$ cat config.mk
export PLATFORM = sky130hd
export DESIGN_NAME = button_event_decoder
export DESIGN_NICKNAME = d
export VERILOG_FILES = /design/src/rtl/button_event_decoder.sv
export SDC_FILE = /design/constraint.sdc
export NUM_CORES = 1
export LEC_CHECK = 0
export ABC_AREA = 1
export BUFFER_PORTS_ARGS = -buffer_cell sky130_fd_sc_hd__clkbuf_2
export CORE_ASPECT_RATIO = 1.2
export CORE_MARGIN = 2
export CORE_UTILIZATION = 58
export CTS_BUF_LIST = sky130_fd_sc_hd__clkbuf_8
export CTS_CLUSTER_SIZE = 40
export DETAILED_ROUTE_END_ITERATION = 12
export PLACE_DENSITY = 0.76
export SLEW_MARGIN = 20
export SYNTH_ARGS = -nofsm -noshare
export SYNTH_HDL_FRONTEND = slang
export SYNTH_SLANG_ARGS = --single-unit
$ cat constraint.sdc
create_clock -name clk -period 1.6 [get_ports clk]
set_input_delay 0 -clock clk [delete_from_list [all_inputs] [get_ports clk]]
set_output_delay 0 -clock clk [all_outputs]
set_load 0.03 [all_outputs]
$ cat src/rtl/button_event_decoder.sv
// button_event_decoder: classifies debounced presses into single, double, long and auto-repeat pulses.
module button_event_decoder #(
  parameter int LONG_CYC   = 50_000_000,
  parameter int DCLICK_CYC = 15_000_000,
  parameter int REPEAT_CYC = 5_000_000,
  parameter int CW         = 26
) (
  input  logic clk,
  input  logic rst_n,
  input  logic btn_level,
  input  logic btn_tick,
  output logic single_tick,
  output logic double_tick,
  output logic long_tick,
  output logic repeat_tick,
  output logic busy
);
  typedef enum logic [2:0] {IDLE, PRESS1, WAIT2, PRESS2, LONG} state_t;
  localparam logic [CW-1:0] LONG_LAST   = CW'(LONG_CYC - 1);
  localparam logic [CW-1:0] DCLICK_LAST = CW'(DCLICK_CYC - 1);
  localparam logic [CW-1:0] REPEAT_LAST = CW'(REPEAT_CYC - 1);
  state_t r_state;
  logic [CW-1:0] r_cnt;
  logic r_single, r_double, r_long, r_repeat;
  assign single_tick = r_single;
  assign double_tick = r_double;
  assign long_tick   = r_long;
  assign repeat_tick = r_repeat;
  assign busy        = r_state != IDLE;
  // Releases and second presses are checked before expiry so they win same-cycle races.
  always_ff @(posedge clk or negedge rst_n) begin
    if (!rst_n) begin
      r_state  <= IDLE;
      r_cnt    <= '0;
      r_single <= 1'b0;
      r_double <= 1'b0;
      r_long   <= 1'b0;
      r_repeat <= 1'b0;
    end else begin
      r_single <= 1'b0;
      r_double <= 1'b0;
      r_long   <= 1'b0;
      r_repeat <= 1'b0;
      r_cnt    <= (&r_cnt) ? r_cnt : r_cnt + 1'b1;
      case (r_state)
        IDLE: if (btn_tick) begin
          r_state <= PRESS1;
          r_cnt   <= '0;
        end
        PRESS1: if (!btn_level) begin
          r_state <= WAIT2;
          r_cnt   <= '0;
        end else if (r_cnt == LONG_LAST) begin
          r_state <= LONG;
          r_cnt   <= '0;
          r_long  <= 1'b1;
        end
        WAIT2: if (btn_tick) begin
          r_state  <= PRESS2;
          r_cnt    <= '0;
          r_double <= 1'b1;
        end else if (r_cnt == DCLICK_LAST) begin
          r_state  <= IDLE;
          r_cnt    <= '0;
          r_single <= 1'b1;
        end
        PRESS2: if (!btn_level) begin
          r_state <= IDLE;
          r_cnt   <= '0;
        end
        LONG: if (!btn_level) begin
          r_state <= IDLE;
          r_cnt   <= '0;
        end else if (r_cnt == REPEAT_LAST) begin
          r_cnt    <= '0;
          r_repeat <= 1'b1;
        end
        default: begin
          r_state <= IDLE;
          r_cnt   <= '0;
        end
      endcase
    end
  end
endmodule

==> results.sh <==
export IMPL_grt_overflow=0
export IMPL_first_pass_grt_wire_length_um=10100
export IMPL_min_period_ps=1660
export IMPL_drc=0
export IMPL_clock_path_buffers=2
export IMPL_clock_insertion_delay_worst_skew_ps=280
export IMPL_clock_sinks=33
export IMPL_die_area_um2=4520
export IMPL_grt_setup_unrepaired="true"
export IMPL_globalplace_congestion=1.00
export IMPL_report_final_slew_viol_count=0
export IMPL_cts_root_buffer="sky130_fd_sc_hd__clkbuf_8"
export IMPL_detailed_route_iter0_violations=186
export IMPL_worst_path_largest_cell_delay_ps=430
export IMPL_synth_cell_area_um2=2320
export IMPL_portBuffers=8
export IMPL_drt_via_density=5.09
export IMPL_grt_start_max_net_pins=24
export IMPL_finalSetupTns_ps=-600
export IMPL_critical_path_startpoint_type="flip-flop"
export IMPL_postSynthNetCount=352
export IMPL_tritoncts="done"
export IMPL_wl_per_cell_um=13.9
export IMPL_crit_path_max_fanout=4
export IMPL_dominantRegCellSynth="sky130_fd_sc_hd__dfrtp_1"
export IMPL_run_status="finished, violations left"
export IMPL_final_layout_size_suffix_gt1_share_pct=33.3
export IMPL_clkSlewWorstSetupHoldPaths_ps=70
export IMPL_hp_class="in -> reg"
export IMPL_yosys_warnings=0
export IMPL_synth_distinct_cells=28
export IMPL_fillerInstances=311
export IMPL_yosysMostFrequentCell="sky130_fd_sc_hd__nand2_1"
export IMPL_netlist_top_cell_by_area="sky130_fd_sc_hd__dfrtp_1"
export IMPL_postLayoutSetupSlackWorst_ps=-55.7
export IMPL_fin_skew_ps=5.41
export IMPL_setup_violations=29
export IMPL_antenna_cells_inserted=0
export IMPL_synthesis_instances=347
export IMPL_synth_top_area_share_pct=35.6
export IMPL_post_detailed_placement_half_perimeter_wirelength_um=4920
export IMPL_required_ps=1810
export IMPL_synth_async_sr_flop_share_pct=100
export IMPL_final_cells=474
export IMPL_clock_tree_htree_level_count=2
export IMPL_placement_cell_area_um2=2770
export IMPL_cp_data_arrival_time_ps=1870
export IMPL_die_y_extent_um=73.2
export IMPL_global_route_usage_total_pct=30.6
export IMPL_maxCapViolCount=0
export IMPL_power_density_nw_per_um2=780
export IMPL_fmax_mhz=604
export IMPL_drt_first_pass_iters=4
export IMPL_placed_cells_incl_taps=457
export IMPL_hold_ws_ps=43.1
export IMPL_cts_buffers=5
export IMPL_hold_viol=0
export IMPL_syn_to_final_growth_pct=32.8
export IMPL_slew_worst_pin_ps=600
export IMPL_violations_in_the_final_reports="negative setup slack"
export IMPL_ioPinCount=9
export IMPL_synth_top_cells_by_area="sky130_fd_sc_hd__dfrtp_1 36%, sky130_fd_sc_hd__nand2_1 13%, sky130_fd_sc_hd__nor2_1 12%"
export IMPL_initial_core_util_pct=59.7
export IMPL_routed_wl_um=6580
export IMPL_final_antenna_net_count=0
export IMPL_placement_rows=25
export IMPL_endpoint_class_of_the_critical_path="flip-flop"
export IMPL_finish_utilization_pct=79.4
export IMPL_fin_crit_sh_pct=103
export IMPL_standard_cell_core_area_um2=3880
export IMPL_first_global_vias=2240
export IMPL_synth_sequential_area_ratio_pct=35.6
export IMPL_slowest_stage="sky130_fd_sc_hd__dfrtp_1"
export IMPL_syn_mean_instance_area_um2=6.68
export IMPL_worstPathCellList="nand2_1 > nor2_1 > inv_1 > nor2_4 > buf_4 > inv_1 > nor3_1 > o21ai_0 > nor2_1"
export IMPL_finish_instance_area_um2=3080
export IMPL_antenna_found_initial=0
export IMPL_nets=425
export IMPL_edff_count_synth=0
export IMPL_die_w_um=61.7
export IMPL_p_leak_uw=0.00151
export IMPL_ys_seq_elements=33
export IMPL_vdd_drop_max_mv=0.563
export IMPL_setup_worst_path_class="reg -> reg"
export IMPL_synth_cells_most_frequent="81 x sky130_fd_sc_hd__nand2_1, 71 x sky130_fd_sc_hd__nor2_1, 55 x sky130_fd_sc_hd__inv_1"
export IMPL_slew_headroom_pct=60.0
export IMPL_via_count=2411
## logic make-up after synthesis
family                   Yosys count  synth area share (%)
flip-flops                        33                  35.6
buffers and inverters             60                  11.7
AO/OA/AOI/OAI                     20                  4.86
adder cells (fa/ha/maj)            1                 0.540
AND/OR/NAND/NOR                  225                  44.0
XOR/XNOR                           8                  3.35
## worst paths after layout
path,cells past startpoint,from,endpoint,slack [ps]
max,9,r_cnt[19],r_cnt[24],-60
min,3,btn_level,long_tick,40
max reg2reg,9,r_cnt[19],r_cnt[24],-60
min reg2reg,1,r_state[0],repeat_tick,560
max in group asynchronous,3,rst_n,r_cnt[24],790
min in group asynchronous,2,rst_n,r_cnt[23],280
## worst max-delay path: cells and delay by family, from the launching register on
kind                   cells  cell delay, ps
buffers and inverters      3             270
DFF                        1             430
AOI/OAI and AO/OA          1             130
and+or+nand+nor            5             750
## cell usage in the layout (no fill, tap or decap)
cell                            netlist  routed
sky130_fd_sc_hd__a21oi_1              8       7
sky130_fd_sc_hd__a21oi_2              0       1
sky130_fd_sc_hd__a21oi_4              1       1
sky130_fd_sc_hd__buf_4                0      55
sky130_fd_sc_hd__buf_6                1       4
sky130_fd_sc_hd__clkbuf_2             0       8
sky130_fd_sc_hd__clkbuf_8             0       6
sky130_fd_sc_hd__clkinv_8             0       1
sky130_fd_sc_hd__dfrtp_1             33      32
sky130_fd_sc_hd__dfrtp_2              0       1
sky130_fd_sc_hd__dlygate4sd3_1        0       2
sky130_fd_sc_hd__ha_4                 0       1
sky130_fd_sc_hd__inv_1               55      52
sky130_fd_sc_hd__inv_2                1       5
sky130_fd_sc_hd__nand2_1             81      75
sky130_fd_sc_hd__nand2_2              4       8
sky130_fd_sc_hd__nand2_4              2       4
sky130_fd_sc_hd__nand3_1             21      20
sky130_fd_sc_hd__nand3_2              1       2
sky130_fd_sc_hd__nand4_1              7       7
sky130_fd_sc_hd__nand4_4              0       1
sky130_fd_sc_hd__nor2_1              71      62
sky130_fd_sc_hd__nor2_2              23      28
sky130_fd_sc_hd__nor2_4               1       5
sky130_fd_sc_hd__nor3_1               9       5
sky130_fd_sc_hd__nor3_2               1       4
sky130_fd_sc_hd__nor3_4               0       1
sky130_fd_sc_hd__nor4_1               1       1
sky130_fd_sc_hd__o21ai_0             10       6
sky130_fd_sc_hd__o21ai_1              0       2
sky130_fd_sc_hd__o21ai_2              0       2
sky130_fd_sc_hd__o22ai_1              1       1
sky130_fd_sc_hd__or2_0                1       1
sky130_fd_sc_hd__or2_2                1       1
sky130_fd_sc_hd__xor2_1               7       7
sky130_fd_sc_hd__xor2_2               1       1
## stage by stage
step / worst slack, ps / total power [uW]
floorplan: 2.75 / 1620
global placement: -80.1 / 1700
detailed placement: -71.9 / 1710
CTS: -32.8 / 2380
global route: -148 / 2530
finish: -55.7 / 2400
## flip-flops by register name, summed over array words and instances, names as in the netlist
| name | cells |
|---|---|
| r_cnt | 26 |
| r_state | 3 |
| double_tick | 1 |
| long_tick | 1 |
| repeat_tick | 1 |
| single_tick | 1 |
## power breakdown
part           switching (uW)  internal, uW
registers                59.7           888
clock network             291           335
logic                     566           260
## final cells by class
type	instances	area, um^2	share of cell area [%]
Clock buffer	6	82.6	2.68
Clock inverter	1	3.75	0.122
Inverter	57	226	7.36
Multi-Input combinational cell	254	1350	43.9
Sequential cell	33	827	26.9
Tap cell	54	67.6	2.20
Timing Repair Buffer	69	518	16.8
## metal layers
layer  part of all wire [%]  GRT usage, %
met1                     41          36.8
met2                     52          53.6
met3                    4.6          4.96
met4                    2.4          11.1
met5                      0             0
## repair_timing
item                                    4_1_cts  5_1_grt
pin swaps                                     1        4
endpoints found under the hold margin        22        0
gates resized for setup                       6       38
endpoints found under the setup margin       29       30
buffers inserted                              0        8
hold buffers                                  2        0
No activity file was read; power rests on OpenSTA's default activity.
